$ cat src/rtl/pipe_stage_reg_if.sv
// ---------------------------------------------------------------------------
// pipe_stage_reg_if
// Valid/ready handshake bundle that carries one pipeline entry between stages.
// Data, control and destination-register fields travel separately so that a
// bubble can clear control without touching the datapath bits.
//
// Signals:
//   valid  producer -> consumer  entry present
//   ready  consumer -> producer  entry can be taken this cycle
//   data   producer -> consumer  DATA_W payload
//   ctrl   producer -> consumer  CTRL_W control bits
//   rd     producer -> consumer  RD_W destination register index
//   regwr  producer -> consumer  register-write enable
//
// Modports:
//   master  drives the entry, observes ready (upstream side of a link)
//   slave   observes the entry, drives ready (downstream side of a link)
// ---------------------------------------------------------------------------
interface pipe_stage_reg_if #(
    parameter int DATA_W = 64,
    parameter int CTRL_W = 5,
    parameter int RD_W   = 5
);
    logic              valid;
    logic              ready;
    logic [DATA_W-1:0] data;
    logic [CTRL_W-1:0] ctrl;
    logic [RD_W-1:0]   rd;
    logic              regwr;

    modport master (
        output valid,
        output data,
        output ctrl,
        output rd,
        output regwr,
        input  ready
    );

    modport slave (
        input  valid,
        input  data,
        input  ctrl,
        input  rd,
        input  regwr,
        output ready
    );
endinterface

$ cat src/rtl/pipe_stage_reg.sv
// ---------------------------------------------------------------------------
// pipe_stage_reg
// Pipeline stage register with valid/ready handshake, optional two-entry skid
// buffer, flush and bubble insertion. All state updates on the falling edge of
// clock, like the other inter-stage latches of the CPU pipeline.
//
// Ports:
//   clock      in   single clock, state updates on the falling edge
//   reset      in   synchronous active-high reset, sampled on the falling edge
//   flush      in   drop every held entry (and any same-cycle accept)
//   up         slave  upstream link: valid/data/ctrl/rd/regwr in, ready out
//   dn         master downstream link: valid/data/ctrl/rd/regwr out, ready in
//   occupancy  out  number of held entries, 0..2
//
// Parameters:
//   DATA_W, CTRL_W, RD_W  field widths (must match the connected interfaces)
//   SKID  1: main + skid register, ready registered (from skid_valid)
//         0: single register, ready combinational from the downstream stall
//
// Holding states (main_valid, skid_valid):
//   state | meaning
//   0 0   | empty, outputs show a bubble
//   1 0   | one entry, presented downstream
//   1 1   | full (SKID=1 only), upstream ready is low
//   0 1   | unreachable: skid always drains into main first
// ---------------------------------------------------------------------------
module pipe_stage_reg #(
    parameter int DATA_W = 64,
    parameter int CTRL_W = 5,
    parameter int RD_W   = 5,
    parameter int SKID   = 1
) (
    input  logic                clock,
    input  logic                reset,
    input  logic                flush,
    pipe_stage_reg_if.slave     up,
    pipe_stage_reg_if.master    dn,
    output logic [1:0]          occupancy
);

    typedef struct packed {
        logic [DATA_W-1:0] data;
        logic [CTRL_W-1:0] ctrl;
        logic [RD_W-1:0]   rd;
        logic              regwr;
    } entry_t;

    logic   main_valid;
    logic   skid_valid;
    entry_t main_q;
    entry_t skid_q;
    logic [1:0] occ_q;

    logic   main_valid_n;
    logic   skid_valid_n;
    entry_t main_n;
    entry_t skid_n;

    entry_t in_entry;
    logic   in_ready;
    logic   accept;
    logic   release_dn;

    // An entry that does not write a register must carry rd 0; the
    // forwarding comparators downstream depend on it.
    always_comb begin
        in_entry.data  = up.data;
        in_entry.ctrl  = up.ctrl;
        in_entry.rd    = up.rd & {RD_W{up.regwr}};
        in_entry.regwr = up.regwr;
    end

    // With the skid buffer, ready comes straight from a flop so the stall
    // path does not ripple combinationally through a chain of stages.
    // Reset gating lets ready rise in the first cycle after reset.
    always_comb begin
        if (SKID != 0) begin
            in_ready = !skid_valid;
        end else begin
            in_ready = !main_valid || dn.ready;
        end
        if (reset) begin
            in_ready = 1'b0;
        end
    end

    assign accept     = up.valid && in_ready;
    assign release_dn = main_valid && dn.ready;

    always_comb begin
        main_valid_n = main_valid;
        skid_valid_n = skid_valid;
        main_n       = main_q;
        skid_n       = skid_q;

        if (flush) begin
            // Data is left alone; only the fields that matter to later
            // stages are cleared. A same-cycle accept is simply not taken.
            main_valid_n = 1'b0;
            skid_valid_n = 1'b0;
            main_n.ctrl  = '0;
            main_n.rd    = '0;
            main_n.regwr = 1'b0;
        end else if (!main_valid || release_dn) begin
            if (skid_valid) begin
                // ready is low here, so no accept competes for main.
                main_valid_n = 1'b1;
                main_n       = skid_q;
                skid_valid_n = 1'b0;
            end else if (accept) begin
                main_valid_n = 1'b1;
                main_n       = in_entry;
            end else begin
                main_valid_n = 1'b0;
                main_n.ctrl  = '0;
                main_n.rd    = '0;
                main_n.regwr = 1'b0;
            end
        end else if (accept && (SKID != 0)) begin
            skid_valid_n = 1'b1;
            skid_n       = in_entry;
        end
    end

    always_ff @(negedge clock) begin
        if (reset) begin
            main_valid <= 1'b0;
            skid_valid <= 1'b0;
            main_q     <= '0;
            skid_q     <= '0;
            occ_q      <= 2'd0;
        end else begin
            main_valid <= main_valid_n;
            skid_valid <= skid_valid_n;
            main_q     <= main_n;
            skid_q     <= skid_n;
            occ_q      <= {1'b0, main_valid_n} + {1'b0, skid_valid_n};
        end
    end

    assign up.ready  = in_ready;

    // ctrl/rd/regwr registers are cleared whenever main goes empty, so the
    // outputs already read as a bubble without extra gating.
    assign dn.valid  = main_valid;
    assign dn.data   = main_q.data;
    assign dn.ctrl   = main_q.ctrl;
    assign dn.rd     = main_q.rd;
    assign dn.regwr  = main_q.regwr;

    assign occupancy = occ_q;

endmodule

$ cat src/flat_wrapper.sv
// flat-port wrapper written by rule: the top's interface ports become plain ports
module pipe_stage_reg_flat 
#(
    parameter int DATA_W = 64,
    parameter int CTRL_W = 5,
    parameter int RD_W   = 5,
    parameter int SKID   = 1
)
  (clock, reset, flush, occupancy, up_valid, up_data, up_ctrl, up_rd, up_regwr, up_ready, dn_valid, dn_data, dn_ctrl, dn_rd, dn_regwr, dn_ready);
  pipe_stage_reg_if #(.DATA_W(DATA_W), .CTRL_W(CTRL_W), .RD_W(RD_W)) up_i ();
  pipe_stage_reg_if #(.DATA_W(DATA_W), .CTRL_W(CTRL_W), .RD_W(RD_W)) dn_i ();
  input  logic clock;
  input  logic reset;
  input  logic flush;
  output logic [1:0] occupancy;
  input wire logic [$bits(up_i.valid)-1:0] up_valid;
  input wire logic [$bits(up_i.data)-1:0] up_data;
  input wire logic [$bits(up_i.ctrl)-1:0] up_ctrl;
  input wire logic [$bits(up_i.rd)-1:0] up_rd;
  input wire logic [$bits(up_i.regwr)-1:0] up_regwr;
  output wire logic [$bits(up_i.ready)-1:0] up_ready;
  output wire logic [$bits(dn_i.valid)-1:0] dn_valid;
  output wire logic [$bits(dn_i.data)-1:0] dn_data;
  output wire logic [$bits(dn_i.ctrl)-1:0] dn_ctrl;
  output wire logic [$bits(dn_i.rd)-1:0] dn_rd;
  output wire logic [$bits(dn_i.regwr)-1:0] dn_regwr;
  input wire logic [$bits(dn_i.ready)-1:0] dn_ready;
  assign up_i.valid = up_valid;
  assign up_i.data = up_data;
  assign up_i.ctrl = up_ctrl;
  assign up_i.rd = up_rd;
  assign up_i.regwr = up_regwr;
  assign up_ready = up_i.ready;
  assign dn_valid = dn_i.valid;
  assign dn_data = dn_i.data;
  assign dn_ctrl = dn_i.ctrl;
  assign dn_rd = dn_i.rd;
  assign dn_regwr = dn_i.regwr;
  assign dn_i.ready = dn_ready;
  pipe_stage_reg #(.DATA_W(DATA_W), .CTRL_W(CTRL_W), .RD_W(RD_W), .SKID(SKID)) u_core (.clock(clock), .reset(reset), .flush(flush), .up(up_i), .dn(dn_i), .occupancy(occupancy));
endmodule
$ cat config.mk
export PLATFORM = sky130hd
export DESIGN_NAME = pipe_stage_reg_flat
export DESIGN_NICKNAME = d
export VERILOG_FILES = /design/src/rtl/pipe_stage_reg_if.sv /design/src/rtl/pipe_stage_reg.sv /design/src/flat_wrapper.sv
export SDC_FILE = /design/constraint.sdc
export NUM_CORES = 1
export LEC_CHECK = 0
export BUFFER_PORTS_ARGS = -buffer_cell sky130_fd_sc_hd__buf_2
export CORE_UTILIZATION = 58
export CTS_CLUSTER_SIZE = 12
export DETAILED_ROUTE_END_ITERATION = 10
export GPL_TIMING_DRIVEN = 0
export PLACE_DENSITY = 0.86
export REMOVE_ABC_BUFFERS = 1
export SYNTH_ARGS = -nofsm -noshare
export SYNTH_HDL_FRONTEND = slang
export SYNTH_SLANG_ARGS = --single-unit
$ cat constraint.sdc
create_clock -name clock -period 2.4 [get_ports clock]
set_input_delay 0.12 -clock clock [delete_from_list [all_inputs] [get_ports clock]]
set_output_delay 0.12 -clock clock [all_outputs]
set_load 0.005 [all_outputs]
# --- After elaboration in Yosys (flattened, before gate mapping) ---
# Index checks and enable logic that the tools add are counted.
# W data, S select, Z words.
totals:
  regBits: 154
  mem_count: 0
  latch_bits: 0
  word_cells: 35
  mem_bits_rw: 0
  romBits: 0
  in_bits: 80
op_classes:
  n_mux: 11
  n_mul: 0
  n_reduce_logical: 9
  n_addsub: 1
  div_mod_pow: 0
  order_cmp: 0
  shift: 0
  eq_ne: 0
  bitwise_logic: 3
ops:
  columns: ["op", "count"]
  rows:
  - ["$mux W75", 1]
  - ["$mux W64", 1]
  - ["$mux W11", 1]
  - ["$mux W1", 8]
  - ["$reduce_and A3 Y1", 2]
  - ["$and A5 B5 Y5", 1]
  - ["$add A1 B1 Y2", 1]
  - ["$logic_and A1 B1 Y1", 2]
  - ["$logic_not A1 Y1", 2]
  - ["$not A1 Y1", 2]
  - ["$reduce_bool A2 Y1", 1]
  - ["$reduce_or A2 Y1", 1]
  - ["$logic_or A1 B1 Y1", 1]

# --- Depth between registers and ports, before layout ---
# Gate-level depths: netlist of run 1.
logic_depth:
  depth_word: 8
  ltp_mapped: 7

==> qor.yml, run 1 <==
crit_buf_inv: 2
r2r_start: "u_core.skid_valid"
hold_path.class: "flop to flop"
critPathRequiredTime_ns: 1.54
relSlewSlack: 0.340
dieWidth_um: 112
grt_max_degree: 115
hold_viol: 0
syn_area_sq_um: 6980
hpwlAfterDp_mm: 9.93
synth_top_family_by_area: "multiplexers"
critPathCaptureType: "flop"
fin_nets: 1118
first_global_vias: 7054
max_cap_viol_count: 0
synth_cell_type_count: 30
rsz0062_at_grt: "false"
holdCritStartpoint: "u_core.skid_q[42]"
crit_path_max_incr_delay_ns: 0.36
clock_skew_ns: 0.0382
numCtsBuffers: 17
ant_nets: 0
avgSynthCellArea_sq_um: 9.21
globalplace.congestion: 0.759
worst_ir_drop_vdd_mv: 0.747
overflow: 0
synth_xor_area_frac: 0
worst_pin_slew_ns: 0.988
first_iter_violations: 862
fill_cells: 728
yosysTopAreaCell: "dfxtp_1"
worstSetupStartpoint: "up_valid"
clock_latency_ns: 0.49
slew_viol_final: 0
yosys.area_share.simple: 0.173
insertedDiodeCount: 0
start_util: 0.604
antenna_found_initial: 1
ys_top_cells_by_area: "dfxtp_1 44%, mux2_2 9.5%, mux2i_1 9.2%"
cts_root_buffer: "clkbuf_16"
seqCellArea_sq_um: 3090
num_vias: 6939
cts.sinks: 154
synth_enable_flop_cells: 0
grt_pass1_wl_mm: 33.4
cts_max_path_buffers: 2
start_kind: "primary input"
synth_async_sr_flop_share: 0
synth-compound-area-share: 0.126
dp.cells: 996
cts_tree: "yes"
ys_top_cells_by_count: "154 x dfxtp_1, 80 x nor2_1, 73 x a21oi_1, 70 x nand3_1, 64 x mux2i_1"
synth_most_common_cell: "dfxtp_1"
crit_path_top_delay_cell: "mux2_2"
synth_top_cell_area_share: 0.441
die_h_um: 112
io_pins: 159
outcome: "complete, but fails checks"
violations: "design-rule violations"
multiInputGateArea_sq_um: 3510
drt_pre_antenna_iters: 11
core-area_sq_um: 11600
synth_fa_ha_area_frac: 0.00179
crit_fanout: 11
rows: 39
avgViaCountPerCell: 5.83
final_cells: 1191
p_total_w: 0.00733
cts.reportedPaths.clkPinSlew_ns: 0.04
ys.flop_type: "dfxtp_1"
yosysWarnings: 0
area_delta_synth_final_pct: 31.5
drcViolationCount: 16
crit_type: "primary input to flop"
leakage_nw: 4.36
ys_seq_area_frac: 0.441
setup_viol: 0
wl_per_cell_um: 17.9
h-tree-depth: 4
dieArea_sq_um: 12500
p_per_area_nw_per_um2: 798
ys_ff_latch: 154
syn_inst: 758
synth_mux_area_frac: 0.195
cp_top_family: "buffers and inverters"
drive_gt1_frac: 0.270
placement.io_buffers: 158
wl_mm: 21.3
arrival_ns: 1.50
critical_path.cell_chain: "buf_2 -> nor2b_2 -> o211ai_4 -> buf_4 -> mux2_2"
grtUsageTotal: 0.339
==> placed cells by master, fill, tap and decap left out, types with 3 or more instances in the layout <==
master	synthesis	final
nand3_1	70	70
nor3_1	12	12
buf_6	12	5
buf_4	9	7
buf_16	0	7
bufinv_16	0	6
a32o_1	5	5
a21oi_1	73	73
o21ai_1	45	45
a221oi_1	10	10
and2b_1	5	5
inv_4	0	3
or3b_4	0	4
buf_8	0	3
nor2b_1	62	62
mux2_2	59	59
nor2_1	80	80
buf_2	16	157
clkinvlp_2	0	4
o21ai_0	25	25
inv_1	2	155
mux2_1	5	5
clkbuf_16	0	18
mux2i_1	64	64
dfxtp_1	154	152
==> cell type report <==
class,count,share of cell area
well taps,143,0.0195
clock buffers,17,0.0463
flip-flops and latches,154,0.336
clock inverters,167,0.0868
multi-input cells,528,0.382
repair buffers,181,0.128
inverters,1,0.000409
==> stage by stage <==
stage / TNS, ns / worst slack, ns / hold WS [ns] / cell area, sq um / util
6_report: 0 / 0.0378 / 0.471 / 9180 / 0.794
5_1_grt: 0 / 0.0221 / 0.494 / 9180 / 0.794
4_1_cts: 0 / 0.00745 / 0.471 / 9150 / 0.791
3_5_place_dp: -121.59 / -1.06 / 0.456 / 7790 / 0.674
3_3_place_gp: -776.64 / -7.48 / 0.449 / 7520 / 0.651
2_1_floorplan: -390.44 / -3.90 / 0.271 / 6550 / -
==> routing by layer <==
| layer | track usage | vias up | part of all wire |
|---|---|---|---|
| met5 | 0 | - | 0.00070 |
| li1 | - | 3202 | - |
| met4 | 0.199 | 2 | 0.026 |
| met1 | 0.366 | 3290 | 0.40 |
| met3 | 0.145 | 65 | 0.091 |
| met2 | 0.552 | 380 | 0.48 |
==> worst paths after layout <==
path / cells after the start / to / slack, ns
max reg2reg: 5 / u_core.skid_q[31] / 0.32
max: 5 / u_core.dn.data[54] / 0.04
min: 2 / u_core.skid_q[42] / 0.47
min reg2reg: 2 / u_core.skid_q[42] / 0.47
==> cell families after synthesis <==
logic type	after synthesis
buffers and inverters	78
AOI/OAI and AO/OA	160
muxes	128
DFF	154
and+or+nand+nor	237
adders and majority gates	1
==> report_power, final <==
group,internal (W),switching (W)
clock network,0.00227,0.00188
registers,0.00263,0.0000250
logic,0.000230,0.000294
==> what timing repair did <==
action                     CTS  global route
resized for setup            5             3
setup buffers                9             0
gates cloned                 2             1
hold buffers                 0             0
setup endpoints to repair  145            84
pin swaps                    4             0
==> worst reg2reg max path, stage by stage (launching register included) <==
cell and delay [ns]:
dfxtp_4 0.36, buf_4 0.23, buf_16 0.25, or3b_4 0.66, o21ai_0 0.31, a21oi_1 0.11
==> flip-flops by register name, summed over array words and instances (netlist names) <==
| register | flops |
|---|---|
| u_core.dn.rd | 5 |
| u_core.skid_valid | 1 |
| u_core.occupancy | 2 |
| u_core.skid_q | 75 |
| u_core.dn.ctrl | 5 |
| u_core.dn.data | 64 |
| u_core.dn.valid | 1 |
| u_core.dn.regwr | 1 |
Note: power is estimated with default switching activity, not from simulation.
==> run 2: changes to the inputs <==
--- a/config.mk
+++ b/config.mk
@@ -6,6 +6,7 @@
 export NUM_CORES = 1
 export LEC_CHECK = 0
 export BUFFER_PORTS_ARGS = -buffer_cell sky130_fd_sc_hd__buf_2
+export CORE_MARGIN = 2
 export CORE_UTILIZATION = 58
 export CTS_CLUSTER_SIZE = 12
 export DETAILED_ROUTE_END_ITERATION = 10
==> run 2 against run 1 <==
Net effect: sequential power hardly changed; non-clock buffer count is 7 higher; critical path depth is 4 lower; via count is 1.8% higher; cell count is 1.2% higher; first-iteration DRC count is 3.2% lower; core utilization is 1.3 points lower; power is 4.7% lower; design area is 0.85% higher; the flow now finishes without violations; sequential share of layout area is 0.28 points lower; register-to-register slack better by 0.06 ns; die area is 3.6% higher; critical endpoint is now dn_valid.
==> qor.yml, run 2 (synthesized netlist as in run 1, its figures left out) <==
leakage_nw: 4.43  # +1.7%
rows: 40  # +2.6%
num_vias: 7066  # +1.8%
critical_path.cell_chain: "buf_2"
avgViaCountPerCell: 5.86  # +0.65%
grt_pass1_wl_mm: 32.6  # -2.2%
cts_max_path_buffers: 2  # unchanged
holdWs_ns: 0.470  # -0.00140 ns
cts.reportedPaths.clkPinSlew_ns: 0.05  # about the same
post-route-cell-area_sq_um: 9260  # +0.85%
crit_fanout: 6  # -5
hold_path.class: "flop to flop"
cts_root_buffer: "clkbuf_16"
drt_pre_antenna_iters: 5  # -6
core-area_sq_um: 11900  # +2.6%
h-tree-depth: 4  # unchanged
numCtsBuffers: 17  # unchanged
ant_nets: 0  # unchanged
fin_nets: 1126  # +0.72%
largest-register: "u_core.skid_q"
hold_viol: 0  # unchanged
wl_mm: 21.1  # -1.3%
drive_gt1_frac: 0.275  # +0.00501
worst_pin_slew_ns: 0.892  # -0.0959 ns
insertedDiodeCount: 0  # unchanged
area_delta_synth_final_pct: 32.6
pre_cts_slack_ns: -1.54  # -0.484 ns
io_pins: 159  # unchanged
clock_skew_ns: 0.0354  # -0.00283 ns
wl_per_cell_um: 17.5  # -2.4%
grtUsageTotal: 0.318  # -0.0204
crit_type: "flop to output port"
outcome: "finished, final reports clean"
cts.sinks: 154  # unchanged
post_dp_cell_area_sq_um: 7770  # -0.26%
worst_ir_drop_vdd_mv: 0.489  # -35%
critPathRequiredTime_ns: 2.28  # +0.74 ns
relSlewSlack: 0.404  # +0.0641
slew_viol_final: 0  # unchanged
antenna_found_initial: 0  # -1
fin_setup_tns_ns: 0  # unchanged
p_per_area_nw_per_um2: 754  # -5.5%
hpwlAfterDp_mm: 9.81  # -1.2%
crit_buf_inv: 1  # -1
setup_ws_ns: 0.0308  # -0.00704 ns
globalplace.congestion: 0.801  # +5.5%
critPathCaptureType: "output port"
cts_tree: "yes"
crit_path_max_incr_delay_ns: 0.43  # +0.07 ns
arrival_ns: 2.25  # +0.75 ns
overflow: 0  # unchanged
p_total_w: 0.00698  # -4.7%
dieWidth_um: 114  # +1.8%
crit_path_top_delay_cell: "dfxtp_2"
largest_register_ff_count: 75  # unchanged
start_util: 0.589  # -0.0151
setup_viol: 0  # unchanged
dieArea_sq_um: 12900  # +3.6%
die_h_um: 114  # +1.8%
cp_top_family: "flip-flops"
grt_max_degree: 55  # -52%
drcViolationCount: 0  # -16
first_iter_violations: 834  # -3.2%
first_global_vias: 7118  # +0.91%
start_kind: "flop"
layout_common_cells: "157 x inv_1, 157 x buf_2, 152 x dfxtp_1"
max_cap_viol_count: 0  # unchanged
placement.io_buffers: 158  # unchanged
postCtsHoldBufs: 0  # unchanged
clock_latency_ns: 0.50  # about the same
## run 2: final cells by class
| cell class | instances | area, sq um |
|---|---|---|
| fill | 751 | 2600 |
| timing repair buffer | 188 | 1290 |
| tap | 147 | 184 |
| inverter | 1 | 3.75 |
| clock buffer | 17 | 425 |
| clock inverter | 169 | 722 |
| sequential | 154 | 3090 |
| multi-input combinational | 529 | 3540 |
## run 2: layer usage
layer | up-vias | global-route usage | wire length, um
li1 | 3240 | - | -
met1 | 3321 | 0.366 | 8290
met2 | 439 | 0.518 | 10500
met3 | 66 | 0.0978 | 1710
met4 | 0 | 0.199 | 613
met5 | - | 0 | 0
## run 2: final timing paths
check	from	end	slack (ns)	cells after the start
setup / recovery	u_core.dn.valid	dn_valid	0.03	1
hold / removal	u_core.skid_q[4]	u_core.skid_q[4]	0.47	1
setup reg to reg	u_core.skid_valid	u_core.dn.rd[2]	0.38	5
hold reg to reg	u_core.skid_q[4]	u_core.skid_q[4]	0.47	1
## run 2: report_power, final
part | internal, W | total (W) | switching [W]
logic | 0.000254 | 0.000551 | 0.000297
registers | 0.00263 | 0.00265 | 0.0000253
clock network | 0.00188 | 0.00378 | 0.00190
## run 2: what timing repair did
action | 4_1_cts | 5_1_grt
pin swaps | 5 | 2
setup buffers | 9 | 4
gates resized for setup | 9 | 2
gates cloned | 7 | 0
setup endpoints to repair | 155 | 31
## run 2: through the flow
step / std cells / util
final: 1205 / 0.780
after global routing: 1205 / 0.780
after CTS: 1201 / 0.777
after detailed placement: 1000 / 0.655
after global placement: 987 / 0.635
after floorplan: 682 / -
==> run 3: changes to the inputs <==
--- a/config.mk
+++ b/config.mk
@@ -5,6 +5,7 @@
 export SDC_FILE = /design/constraint.sdc
 export NUM_CORES = 1
 export LEC_CHECK = 0
+export ABC_AREA = 1
 export BUFFER_PORTS_ARGS = -buffer_cell sky130_fd_sc_hd__buf_2
 export CORE_MARGIN = 2
 export CORE_UTILIZATION = 58
==> run 3 against run 2 <==
Net effect: via count grew 3.3%; wire length fell by 11%; global-route usage decreased by 1.8 points; setup slack worse by 0.0088 ns; design area down 4.2%; count of clock-buffer cells in the layout unchanged; clock skew is 0.0021 ns lower; first-iteration DRC count down 28%; critical path type is now primary input to flop; critical endpoint is now u_core.skid_q[25]; largest power group unchanged.
==> qor.yml, run 3 <==
drt_pre_antenna_iters: 5  # unchanged
p_per_area_nw_per_um2: 781  # +3.6%
start_util: 0.593  # +0.00433
start_kind: "primary input"
dp.cells: 1282  # +28%
h-tree-depth: 4  # unchanged
final_cells: 1480  # +23%
cts_max_path_buffers: 2  # unchanged
arrival_ns: 1.55  # -0.70 ns
ys_top_cells_by_area: "dfxtp_1 46%, nor2_1 15%, nand2_1 12%"
slew_viol_final: 0  # unchanged
critPathRequiredTime_ns: 1.58  # -0.70 ns
ant_nets: 0  # unchanged
num_vias: 7301  # +3.3%
dieArea_sq_um: 12500  # -3.3%
synth_xor_area_frac: 0  # unchanged
overflow: 0  # unchanged
synth_most_common_cell: "nor2_1"
synth_top_family_by_area: "simple AND/OR/NAND/NOR gates"
syn_inst: 1039  # +37%
hold_path.class: "flop to flop"
clock_latency_ns: 0.48  # -0.02 ns
grt_max_degree: 76  # +38%
fin_util: 0.780  # about the same
outcome: "finished, final reports clean"
clock_skew_ns: 0.0332  # -0.00211 ns
endpoint: "u_core.skid_q[25]"
first_global_vias: 7122  # +0.056%
yosysWarnings: 0  # unchanged
io_pins: 159  # unchanged
ys_seq_area_frac: 0.457  # +0.0157
fin_nets: 1404  # +25%
avgSynthCellArea_sq_um: 6.49  # -30%
yosys.area_share.simple: 0.281  # +0.108
seqCellArea_sq_um: 3090  # about the same
cts_tree: "yes"
final_common_cell: "inv_1"
die_h_um: 112  # -1.7%
grt_pass1_wl_mm: 30.6  # -6.3%
synth_enable_flop_cells: 0  # unchanged
crit_fanout: 13  # +7
ys_top_cells_by_count: "276 x nor2_1, 221 x nand2_1, 154 x dfxtp_1, 145 x inv_1, 119 x o21ai_0"
hpwlAfterDp_mm: 8.88  # -9.5%
drcViolationCount: 0  # unchanged
synth_cell_type_count: 18  # -40%
largest-register: "u_core.skid_q"
r2r_setup_slack_ns: 0.57  # +0.19 ns
rows: 39  # -2.5%
holdWs_ns: 0.469  # -0.000850 ns
multiInputGateArea_sq_um: 2890  # -18%
grtUsageTotal: 0.300  # -0.0183
wl_per_cell_um: 12.7  # -28%
fill_cells: 819  # +9.1%
first_iter_violations: 604  # -28%
cts_root_buffer: "clkbuf_16"
drive_gt1_frac: 0.162  # -0.113
worst_ir_drop_vdd_mv: 0.577  # +18%
hold_viol: 0  # unchanged
placement.io_buffers: 158  # unchanged
leakage_nw: 4.98  # +12%
r2r_end: "u_core.skid_q[25]"
largest_register_ff_count: 75  # unchanged
area_delta_synth_final_pct: 31.6
synth-compound-area-share: 0.130  # +0.00376
synth_fa_ha_area_frac: 0.00186  # +0.0000638
reg2reg_depth: 7  # +2
numCtsBuffers: 17  # unchanged
max_cap_viol_count: 0  # unchanged
relSlewSlack: 0.579  # +0.175
cts.reportedPaths.clkPinSlew_ns: 0.03  # -0.02 ns
syn_area_sq_um: 6740  # -3.4%
r2r_start: "u_core.dn.valid"
layout_common_cells: "300 x inv_1, 273 x nor2_1, 219 x nand2_1"
synth_mux_area_frac: 0  # -0.195
worstSetupStartpoint: "flush"
synth_async_sr_flop_share: 0  # unchanged
wl_mm: 18.8  # -11%
critPathCaptureType: "flop"
setup_viol: 0  # unchanged
ys_ff_latch: 154  # unchanged
yosysTopAreaCell: "dfxtp_1"
postCtsHoldBufs: 0  # unchanged
globalplace.congestion: 0.738  # -7.8%
cts.sinks: 154  # unchanged
dieWidth_um: 112  # -1.7%
crit_type: "primary input to flop"
worst_pin_slew_ns: 0.629  # -0.263 ns
antenna_found_initial: 1  # +1
synth_top_cell_area_share: 0.457  # +0.0157
ys.flop_type: "dfxtp_1"
core-area_sq_um: 11400  # -4.1%
avgViaCountPerCell: 4.93  # -16%
-- run 3: worst max-delay path, stage by stage --
cell and delay (ns):
buf_2 0.13, inv_1 0.33, nand2_1 0.29, nor2_4 0.24, buf_4 0.24, nor2_1 0.08, nor2_1 0.12
-- run 3: power by group --
group,internal (W),switching (W)
Clock,0.00196,0.00180
Sequential,0.00265,0.0000330
Combinational,0.000194,0.000295
-- run 3: timing repair --
action	4_1_cts	5_1_grt
setup endpoints to repair	115	111
gates resized for setup	8	8
pin swaps	3	2
setup buffers	5	4
hold endpoints to repair	0	0
cloned	3	0
-- run 3: worst min-delay path by stage --
stage                     start  cells past startpoint                to
2_1_floorplan             reset                      1          up_ready
6_report       u_core.skid_q[2]                      2  u_core.skid_q[2]
3_5_place_dp   u_core.skid_q[5]                      2  u_core.skid_q[5]
5_1_grt        u_core.skid_q[5]                      2  u_core.skid_q[5]
4_1_cts        u_core.skid_q[2]                      2  u_core.skid_q[2]
3_3_place_gp   u_core.skid_q[4]                      2  u_core.skid_q[4]
-- run 3: logic make-up (layout without fill, tap and decap cells) --
| family | after synthesis | count (layout) |
|---|---|---|
| DFF | 154 | 154 |
| AOI/OAI and AO/OA | 174 | 174 |
| other | 0 | 1 |
| and+or+nand+nor | 501 | 504 |
| buffers and inverters | 209 | 503 |
| adders and majority gates | 1 | 1 |
-- run 3: final cells by class --
cell class                 count  area share
antenna                        1    0.000282
clock buffer                  17      0.0480
clock inverter               169      0.0827
inverter                     145      0.0625
multi-input combinational    679       0.326
sequential                   154       0.348
tap                          143      0.0202
timing repair buffer         172       0.112
-- run 3: per-layer routing --
metal	track usage	routed length, um
met5	0	0
met4	0.183	476
met3	0.127	1620
met2	0.489	9110
met1	0.323	7550
-- run 3: stage by stage --
stage	setup slack (ns)	setup TNS [ns]	cell area, sq um	power (W)
floorplan	-2.14	-294.20	6420	0.00336
global placement	-4.35	-598.62	7390	0.00356
detailed placement	-1.31	-126.40	7530	0.00355
CTS	0.00109	0	8810	0.00698
global route	-0.0310	-0.131	8870	0.00735
finish	0.0219	0	8870	0.00693
